### src/rtl/gb_pkg.sv
// Shared types for the memory controller: address/data widths and DMA states.
package gb_pkg;

    typedef logic [15:0] addr_t;
    typedef logic [7:0]  data_t;

    typedef enum logic [1:0] {
        IDLE,
        COPY,
        DONE
    } dma_state_t;

endpackage

### src/rtl/mem_dma.sv
// Block-copy DMA sequencer: latches a copy request and walks it one byte
// per granted cycle, exporting its request, addresses and completion pulse.
module mem_dma
    import gb_pkg::*;
#(
    parameter int LEN_W = 8
) (
    input  logic             clk,
    input  logic             rst,
    input  logic             start,
    input  addr_t            src,
    input  addr_t            dst,
    input  logic [LEN_W-1:0] len,
    input  logic             gnt,
    output logic             req,
    output addr_t            read_addr,
    output addr_t            write_addr,
    output logic             busy,
    output logic             done
);

    dma_state_t       state;
    dma_state_t       state_n;
    addr_t            src_q;
    addr_t            dst_q;
    logic [LEN_W-1:0] len_q;
    logic [LEN_W-1:0] idx;
    logic [LEN_W-1:0] idx_n;

    always_ff @(posedge clk) begin
        if (rst) begin
            state <= IDLE;
            idx   <= '0;
            src_q <= '0;
            dst_q <= '0;
            len_q <= '0;
        end else begin
            state <= state_n;
            idx   <= idx_n;
            if (state == IDLE && start) begin
                src_q <= src;
                dst_q <= dst;
                len_q <= len;
            end
        end
    end

    always_comb begin
        state_n = state;
        idx_n   = idx;
        req     = 1'b0;
        done    = 1'b0;
        unique case (state)
            IDLE: begin
                if (start) begin
                    idx_n   = '0;
                    state_n = (len == '0) ? DONE : COPY;
                end
            end
            COPY: begin
                req = 1'b1;
                if (gnt) begin
                    idx_n = idx + 1'b1;
                    if (idx == len_q - 1'b1) begin
                        state_n = DONE;
                    end
                end
            end
            DONE: begin
                done    = 1'b1;
                state_n = IDLE;
            end
            default: state_n = IDLE;
        endcase
    end

    // Offsets wrap modulo the address width.
    assign read_addr  = src_q + addr_t'(idx);
    assign write_addr = dst_q + addr_t'(idx);
    assign busy       = (state != IDLE);

endmodule

### src/rtl/mem_ctrl.sv
// Shares one memory port between CPU accesses and the copy engine with
// round-robin arbitration on conflicts, and registers CPU read data.
module mem_ctrl
    import gb_pkg::*;
#(
    parameter int LEN_W = 8
) (
    input  logic             clk,
    input  logic             rst,
    input  logic             cpu_req,
    input  logic             cpu_we,
    input  addr_t            cpu_addr,
    input  data_t            cpu_wdata,
    output logic             cpu_gnt,
    output logic             cpu_rvalid,
    output data_t            cpu_rdata,
    input  logic             dma_start,
    input  addr_t            dma_src,
    input  addr_t            dma_dst,
    input  logic [LEN_W-1:0] dma_len,
    output logic             dma_busy,
    output logic             dma_done,
    output logic             mem_wen,
    output addr_t            mem_read_addr,
    output addr_t            mem_write_addr,
    output data_t            mem_write_data,
    input  data_t            mem_read_data
);

    logic  rr;
    logic  dma_req;
    logic  dma_gnt;
    addr_t dma_raddr;
    addr_t dma_waddr;

    mem_dma #(
        .LEN_W(LEN_W)
    ) u_dma (
        .clk       (clk),
        .rst       (rst),
        .start     (dma_start),
        .src       (dma_src),
        .dst       (dma_dst),
        .len       (dma_len),
        .gnt       (dma_gnt),
        .req       (dma_req),
        .read_addr (dma_raddr),
        .write_addr(dma_waddr),
        .busy      (dma_busy),
        .done      (dma_done)
    );

    // rr=0 favours the CPU on the next conflict, rr=1 favours the DMA.
    assign cpu_gnt = !rst && cpu_req && (!dma_req || !rr);
    assign dma_gnt = !rst && dma_req && (!cpu_req || rr);

    always_ff @(posedge clk) begin
        if (rst) begin
            rr         <= 1'b0;
            cpu_rvalid <= 1'b0;
            cpu_rdata  <= '0;
        end else begin
            if (cpu_req && dma_req) begin
                rr <= ~rr;
            end
            cpu_rvalid <= cpu_gnt && !cpu_we;
            if (cpu_gnt && !cpu_we) begin
                cpu_rdata <= mem_read_data;
            end
        end
    end

    always_comb begin
        mem_wen        = 1'b0;
        mem_read_addr  = '0;
        mem_write_addr = '0;
        mem_write_data = '0;
        if (dma_gnt) begin
            mem_wen        = 1'b1;
            mem_read_addr  = dma_raddr;
            mem_write_addr = dma_waddr;
            mem_write_data = mem_read_data;
        end else if (cpu_gnt) begin
            if (cpu_we) begin
                mem_wen        = 1'b1;
                mem_write_addr = cpu_addr;
                mem_write_data = cpu_wdata;
            end else begin
                mem_read_addr = cpu_addr;
            end
        end
    end

endmodule

### config.mk
export PLATFORM = sky130hd
export DESIGN_NAME = mem_ctrl
export DESIGN_NICKNAME = d
export VERILOG_FILES = /design/src/rtl/gb_pkg.sv /design/src/rtl/mem_dma.sv /design/src/rtl/mem_ctrl.sv
export SDC_FILE = /design/constraint.sdc
export NUM_CORES = 1
export LEC_CHECK = 0
export CORE_ASPECT_RATIO = 0.75
export CORE_MARGIN = 2
export CORE_UTILIZATION = 47
export DETAILED_ROUTE_END_ITERATION = 16
export PLACE_DENSITY_LB_ADDON = 0.2
export SKIP_CTS_REPAIR_TIMING = 1
export SLEW_MARGIN = 20
export SYNTH_ARGS = -nofsm -noshare
export SYNTH_HDL_FRONTEND = slang
export SYNTH_HIERARCHICAL = 1
export SYNTH_SLANG_ARGS = --single-unit
### constraint.sdc
create_clock -name clk -period 2.9 [get_ports clk]
set_input_delay 0.29 -clock clk [delete_from_list [all_inputs] [get_ports clk]]
set_output_delay 0.29 -clock clk [all_outputs]
set_load 0.01 [all_outputs]
## Yosys cells after proc, flatten, opt, wreduce, memory -nomap -nowiden

Index checks and enable logic that the tools add are counted.

- Add/subtract/negate cells: 4
- Equal/unequal tests: 6
- Muxes and demuxes: 22
- Bitwise logic cells: 1
- Reductions and logical operators: 20

Operators by type and width:

| cell | count |
|---|---|
| 2-to-1 mux 16 bit | 6 |
| 2-to-1 mux 8 bit | 5 |
| adder 16 x 8 -> 16 bit | 2 |
| one-hot mux 8 bit (2 select lines) | 1 |
| adder 8 x 1 -> 8 bit, second input constant | 1 |
| == test 8 bit | 1 |
| zero test 8 bit | 1 |
| 2-to-1 mux 2 bit | 4 |
| subtractor 8 x 1 -> 8 bit, second input constant | 1 |
| logical AND 1 bit | 7 |
| AND reduction 3 bit | 2 |
| zero test 1 bit | 5 |
| 2-to-1 mux 1 bit | 5 |
| != test 2 bit, second input constant | 2 |
| one-hot mux 2 bit (2 select lines) | 1 |
| nonzero test 2 bit | 2 |
| == test 2 x 1 -> 1 bit, second input constant | 1 |
| == test 2 bit, second input constant | 1 |
| zero test 2 bit | 1 |
| logical OR 1 bit | 2 |
| != test 2 x 1 -> 1 bit, second input constant | 1 |
| NOT 1 bit | 1 |

- Register bits: 60
- Output and inout bits: 53
- Word-level logic and storage cells: 61

## Depth between registers and ports, before layout

Gate-level depths: netlist of the first run.

- Depth after elaboration: 7
- Mapped depth: 10

## By module

Netlist of the first run, hierarchy kept.

By module, submodules not included:

| module | instances | cells an instance | area an instance (um2) |
|---|---|---|---|
| mem_dma | 1 | 393 | 3036.7 |
| mem_ctrl | 1 | 96 | 852.1 |

## Worst setup path after synthesis of the first run

OpenSTA, ideal clock, no wires.

- Path type: reg2out
- From: reg u_dma.idx[0]
- To: out mem_read_addr[14]
- Data arrival time: 2.132 ns
- Required time: 2.610 ns
- Slack: 0.478 ns
- Stages on the path, launching flop included: 11
- Path buffers: 0
- Path through: dfxtp_1 ha_1 inv_1 fa_1 nor2b_1 o21ai_0 a21boi_0 o21ai_1 nor2_1 xor2_1 a22o_1

- Word-level cells in the longest chain between the ends: 2

RTL lines:

| item | line | RTL |
|---|---|---|
| start, declared | mem_dma.sv:27 | `logic [LEN_W-1:0] idx;` |
| start signal, assigned | mem_dma.sv:39 | `idx <= idx_n;` |
| adder 16 x 8 -> 16 bit | mem_dma.sv:78 | `assign read_addr = src_q + addr_t'(idx);` |
| via dma_raddr[14] | mem_ctrl.sv:33 | `addr_t dma_raddr;` |
| 2-to-1 mux 16 bit | mem_ctrl.sv:78 | `if (dma_gnt) begin` |
| end, declared | mem_ctrl.sv:24 | `output addr_t mem_read_addr,` |

The timed path passes the listed nets, and every way through them passes these cells.

## Worst setup path after layout of the first run

- From: reg u_dma.idx[0]
- To: out mem_write_addr[14]

- Word-level cells in the longest chain between the ends: 2

RTL lines:

| item | line | RTL |
|---|---|---|
| adder 16 x 8 -> 16 bit | mem_dma.sv:79 | `assign write_addr = dst_q + addr_t'(idx);` |
| via dma_waddr[14] | mem_ctrl.sv:34 | `addr_t dma_waddr;` |
| 2-to-1 mux 16 bit | mem_ctrl.sv:78 |  |
| end, declared | mem_ctrl.sv:25 | `output addr_t mem_write_addr,` |

The timed path passes the listed nets, and every way through them passes these cells.

==> metrics, run 1 <==
FF-to-FF Start u_dma/state[0]; mux cell area share after synthesis 0; min Tclk post-route a little under 3 ns; DR vias/cell around 5.6; Setup-failing EPs final 0; distinct cell type count after synthesis between 50 and 60; clk buf depth 2; Placed Cells 721; r2r setup slk just under 0.5 ns; Syn Std Cell Area ~3900 µm²; total gr overflow 0; CP peak stage delay between 0.3 and 0.4 ns; total of max-cap violations 0; post-route clock period utilization 0.995; setup tns final 0 ns; initial antenna violation count 0; vias in the first global route roughly 3700; synthesized area per cell around 8 µm²; per-cell routed wire length around 16 µm; crit-path leading delay family compound AO/OA/AOI/OAI gates; synthesized flop and latch total 60; Async SR Flop Fraction 0; R2R cell count 9; CP required between 2 and 3 ns; Slew @ Worst Pin 0.445 ns; sequential-to-total area share from yosys stat 0.309; DP HPWL about 9000 µm; Flop pwr share 0.434; Hold Crit Class primary input to register; Final Wtd Congestion 0.828; Post-Synth XOR/XNOR Area 0.104; Final Util 0.717; Area Growth Syn to Fin 46.6%; CTS tree built; share of layout cells above drive strength 1 0.148; WL final about 12000 µm; DR pass1 iterations 5; DR top layer met4; Power Internal about 1.5 mW; first-pass GRT wire length 18100 µm; Clock Power Share 0.344; fmax 0.347 GHz; final worst slack approximately 0.014 ns; Max-slew headroom 0.703; Logic pwr share 0.222; crit path cell chain ha_4 -> inv_1 -> fa_2 -> nor2b_1 -> o21a_1 -> o21ai_2 -> a21oi_1 -> buf_4 -> buf_4 -> nand3_2 -> xnor2_1 -> a22o_1 -> clkbuf_2; vias approximately 4100; Routed Antenna Nets 0; yosys warns 6; most used cell, CP buf_4; most common library cell in the layout ignoring fill and taps clkdlybuf4s50_1; Clk Latency, worst-skew pair around 0.33 ns; CP startpoint u_dma/idx[0]; CP Launch Type register; chip height between 80 and 90 µm; die width approximately 110 µm; Leak Pwr approximately 2.6 nW; clk slew on worst S/H paths 0.06 ns; CTS root buffer clkbuf_8; PortBufs approximately 130; Iter 0 DRT Violations 250; WS Path Type register to output pin; Crit. End Element output pin; WP data arrival 2.60 ns; most frequent cells in the layout clkdlybuf4s50_1 (107), nand2_1 (103), a21oi_1 (57); NumNets Final 730; power density over the cells roughly 370 nW/µm²; RSZ-0062 raised after global routing yes; DR DRC count 0; largest net degree at the start of global routing 44; Top FF cell, synth dfxtp_1; Switching Share 0.277; crit path max fanout 3; CTS buffer count 9; final hold viol count 0; overall routing resource usage 0.259; Layout Cells excl Fill 742; Row Count 28; core area roughly 8000 µm²; worst slack, placed -0.0547 ns; Min Hold Slack roughly 0.37 ns; Placed Area around 5400 µm²; Synth Area in Compound Gates 0.246; Metal-1 WL around 5600 µm; Post-Synth Adder-Cell Area 0.0682; die area 9020 µm²; Initial Utilization 0.489; area fraction in and, or, nand and nor cells after synthesis 0.227; IO Pins 130; Synth Instances 489; main combinational cell family by area after synthesis compound AO/OA/AOI/OAI gates; Reg-to-Reg End u_dma/idx[5]; Clock Skews ~0.0078 ns; H-tree Lvls 3; antenna cells 0; Slew Limit Fails 0; Hold Crit Start rst; Post-synth EDFFs 0; slowest cell on the critical path dfxtp_4; post-route cell area 5700 µm²; hold endpoint rr; status completed; Worst VDD drop 0.000248 V; DR WL met2 around 5500 µm; Syn Nets between 500 and 600; net switching power about 580 µW; CP bufs+invs 4; total design power roughly 2.1 mW; CTS sink cnt 60; metal3 WL a little over 900 µm; Hold Crit Depth 2
==> power groups by stage <==
stage / clock network (mW) / registers, mW / logic [mW]
6_report: 0.719 / 0.907 / 0.465
5_1_grt: 0.767 / 0.912 / 0.504
4_1_cts: 0.728 / 0.905 / 0.466
3_5_place_dp: 0 / 0.924 / 0.462
3_3_place_gp: 0 / 0.922 / 0.453
2_1_floorplan: 0 / 0.913 / 0.236
==> logic make-up after synthesis <==
kind of cell,count (synthesis)
XOR/XNOR,46
flip-flops,60
adder cells (fa/ha/maj),20
AND/OR/NAND/NOR,186
buffers and inverters,39
AO/OA/AOI/OAI,138
==> cells in the mapped netlist, types with 4 or more instances <==
cell      count  area (µm²)
nor2b_1       7        43.8
buf_2         8        40.0
a22o_1       31         272
inv_1        13        48.8
nand3_1      14        70.1
and3_1        6        37.5
o21ai_0      14        70.1
nor2_1       27         101
a21o_1        4        30.0
nand2_1     103         387
clkbuf_1     13        48.8
dfxtp_1      60        1200
xnor2_1      23         201
nand4_1       4        25.0
a21oi_1      58         290
ha_1         18         225
a22o_2        9        90.1
xor2_1       23         201
==> state kept, by name, summed over array words and instances (netlist names) <==
name	count
cpu_rdata	8
cpu_rvalid	1
rr	1
u_dma/dst_q	16
u_dma/idx	8
u_dma/len_q	8
u_dma/src_q	16
u_dma/state	2
==> routing by layer <==
metal	vias to the layer above	track usage
li1	2008	-
met1	1939	0.351
met2	162	0.432
met3	11	0.0507
met4	0	0.0577
met5	-	0
==> worst reg2reg max path, stage by stage (launching register included) <==
cell,delay [ns]
dfxtp_1,0.49
nor2b_2,0.35
nor3b_4,0.26
buf_6,0.28
nand3b_1,0.21
nand2_4,0.14
and4_4,0.26
nand3_1,0.10
xor2_1,0.15
nor2_1,0.05
==> worst max-delay path by stage <==
stage | end | cells after the start
floorplan | mem_read_addr[14] | 10
global placement | mem_read_addr[8] | 12
detailed placement | mem_read_addr[14] | 12
CTS | mem_read_addr[14] | 12
global route | mem_write_addr[14] | 13
finish | mem_write_addr[14] | 13
==> cell type report <==
cell class | count | area, µm²
clock buffer | 14 | 183
inverter | 14 | 52.6
sequential | 60 | 1210
timing repair buffer | 158 | 1540
clock inverter | 1 | 5.00
fill | 641 | 2250
multi-input combinational | 390 | 2580
tap | 105 | 131
Note: power is estimated with default switching activity, not from simulation.
==> run 2, diff against run 1 <==
ABC_AREA = 1   (was default)
CORE_UTILIZATION = 48   (was 47)
==> run 2 against run 1 <==
Against the previous run: the flow now finishes with violations (setup timing); non-clock buffer count is 14 lower; worst hold slack better by 0.11 ns; via count is 17% higher; clock skew is 0.0014 ns lower; die area is 11% higher; total power is 34% higher; clock power is 54% higher; sequential share of layout area is 2.4 points lower; final cell count is 24% higher; fmax is 0.55% lower; worst setup slack worse by 0.016 ns; flip-flop and latch count stayed put; largest cell class unchanged; highest routed layer unchanged.
==> metrics, run 2 <==
status complete, but fails checks; failing checks setup timing; CP Launch Type register; vias 4805 (+17%); H-tree Lvls 3 (unchanged); yosys warns 6 (unchanged); largest registers u_dma/dst_q (16), u_dma/src_q (16); most frequent cell after synthesis nand2_1; largest net degree at the start of global routing 41 (-6.8%); cell taking the most area after synthesis dfxtp_1; Clk Latency, worst-skew pair 0.33 ns (about the same); die area 10000 µm² (+11%); final worst slack -0.00161 ns (-0.0160 ns); DR pass1 iterations 5 (unchanged); Row Count 30 (+7.1%); final hold viol count 0 (unchanged); clk buf depth 2 (unchanged); most common library cell in the layout ignoring fill and taps nand2_1; r2r setup slk 0.99 ns (+0.50 ns); IO Pins 130 (unchanged); core area 9010 µm² (+13%); CTS sink cnt 60 (unchanged); PortBufs 129 (unchanged); Slew Limit Fails 0 (unchanged); distinct cell type count after synthesis 40 (-26%); synthesized area per cell 6.56 µm² (-17%); post-synth top area share 0.271 (-0.0377); overall routing resource usage 0.281 (+0.0212); Crit. End Element output pin; total gr overflow 0 (unchanged); Fill cells 785 (+22%); synthesized flop and latch total 60 (unchanged); Placed Cells 904 (+25%); Final Wtd Congestion 0.956 (+16%); Area Growth Syn to Fin 44.9%; Syn Nets 772 (+32%); R2R cell count 15 (+6); Initial Utilization 0.492 (+0.00268); WL final 14100 µm (+16%); crit path max fanout 5 (+2); Layout Cells excl Fill 922 (+24%); hold endpoint u_dma/dst_q[15]; share of layout cells above drive strength 1 0.146 (-0.00189); total design power 2.80 mW (+34%); min Tclk post-route 2.90 ns (+0.0160 ns); Max-slew headroom 0.656 (-0.0475); CTS buffer count 9 (unchanged); Hold Crit Start u_dma/dst_q[15]; Synth Instances 675 (+38%); RSZ-0062 raised after global routing yes; Reg-to-Reg End u_dma/idx[6]; CTS root buffer clkbuf_16; antenna cells 0 (unchanged); Leak Pwr 2.99 nW (+14%); top cells by area, synth dfxtp_1 (27%), nand2_1 (16%), nor2_1 (7.5%); post-route clock period utilization 1.00 (+0.00553); post-route cell area 6420 µm² (+13%); clk slew on worst S/H paths 0.06 ns (about the same); WP data arrival 2.61 ns (about the same); Top FF cell, synth dfxtp_1; NumNets Final 904 (+24%); first-pass GRT wire length 22100 µm (+22%); power density over the cells 436 nW/µm² (+19%); FF-to-FF Start u_dma/state[0]; Syn Std Cell Area 4430 µm² (+14%); Post-synth EDFFs 0 (unchanged); Worst VDD drop 0.000458 V (+85%); Placed Area 5800 µm² (+8.0%); vias in the first global route 4578 (+23%); Min Hold Slack 0.472 ns (+0.105 ns); die width 115 µm (+5.4%); Setup-failing EPs final 1 (+1); DP HPWL 10600 µm (+16%); chip height 87.2 µm (+5.3%); Hold Crit Depth 2 (unchanged); Iter 0 DRT Violations 380 (+52%); per-cell routed wire length 15.3 µm (-6.7%); DR vias/cell 5.21 (-6.1%); Hold Crit Class register to register; sequential-to-total area share from yosys stat 0.271 (-0.0377); total of max-cap violations 0 (unchanged); CTS tree built; commonest cells in the netlist nand2_1 (188), nor2_1 (89), inv_1 (71); fmax 0.345 GHz (-0.55%); most frequent cells in the layout nand2_1 (188), clkdlybuf4s50_1 (113), nor2_1 (88); Routed Antenna Nets 0 (unchanged); setup tns final -0.00161 ns (-0.00161 ns); DR DRC count 0 (unchanged); Clock Skews 0.00646 ns (-0.00136 ns); CP required 2.61 ns (about the same); Async SR Flop Fraction 0 (unchanged); worst slack, placed 0.103 ns (+0.158 ns); initial antenna violation count 0 (unchanged); Final Util 0.712 (-0.00442); Slew @ Worst Pin 0.514 ns (+0.0694 ns); WS Path Type register to output pin
==> run 2: changes by cell type in the layout (fill, tap and decap cells not counted), sizes merged, moves of 6 or more <==
cell	delta
a21oi	-21
a22o	-40
and3	-6
buf	-15
clkdlybuf4s50	+6
inv	+62
nand2	+92
nand4	+7
nor2	+70
nor2b	-7
o21ai	+69
xnor2	-11
xor2	-7
==> run 2: per-layer routing <==
metal,GRT usage,vias to the layer above,share of wire
met5,0,-,0
met4,0.0734,0,0.018
met3,0.0529,25,0.059
met2,0.441,173,0.45
met1,0.396,2172,0.47
li1,-,2435,-
==> run 2: cells by family after synthesis <==
kind of cell	Yosys count	share of synthesized area
adders and majority gates	20	0.0599
and+or+nand+nor	337	0.327
AOI/OAI and AO/OA	130	0.183
xor gates and xnor gates	28	0.0554
DFF	60	0.271
buffers and inverters	100	0.104
==> run 2: worst max-delay path, stage by stage, from the launching register on <==
cell             delay [ns]
dfxtp_1                0.32
buf_4                  0.16
ha_1                   0.27
nand2_1                0.09
nor2_1                 0.18
nand3_2                0.14
nand3_2                0.13
nand3_1                0.08
xnor2_1                0.21
nand2_1                0.10
o21ai_2                0.06
clkdlybuf4s50_1        0.54
==> run 2: how the worst max path moves through the flow <==
stage	slack [ns]	startpoint	to
after floorplan	0.70	u_dma/idx[0]	mem_read_addr[14]
after global placement	0.15	u_dma/idx[0]	mem_read_addr[14]
after detailed placement	0.10	u_dma/idx[0]	mem_read_addr[14]
after CTS	-0.25	u_dma/idx[0]	mem_read_addr[14]
after global routing	-0.10	u_dma/idx[4]	mem_read_addr[7]
final	-0.002	u_dma/idx[1]	mem_write_addr[13]
==> run 2: final cells by class <==
class | count | area (µm²) | area share
tap | 112 | 140 | 0.0218
timing repair buffer | 144 | 1460 | 0.228
inverter | 77 | 294 | 0.0458
sequential | 60 | 1210 | 0.189
multi-input combinational | 515 | 3000 | 0.467
clock buffer | 13 | 280 | 0.0437
clock inverter | 1 | 30.0 | 0.00468
==> run 2: power by group <==
group          internal (mW)  switching, mW
Sequential             0.897         0.0709
Combinational          0.334          0.384
Clock                  0.748          0.364
==> run 3, diff against run 2 <==
CAP_MARGIN = 5   (was default)
==> results of run 3 <==
No change in the layout: final DEF, timing and power equal those of run 2.
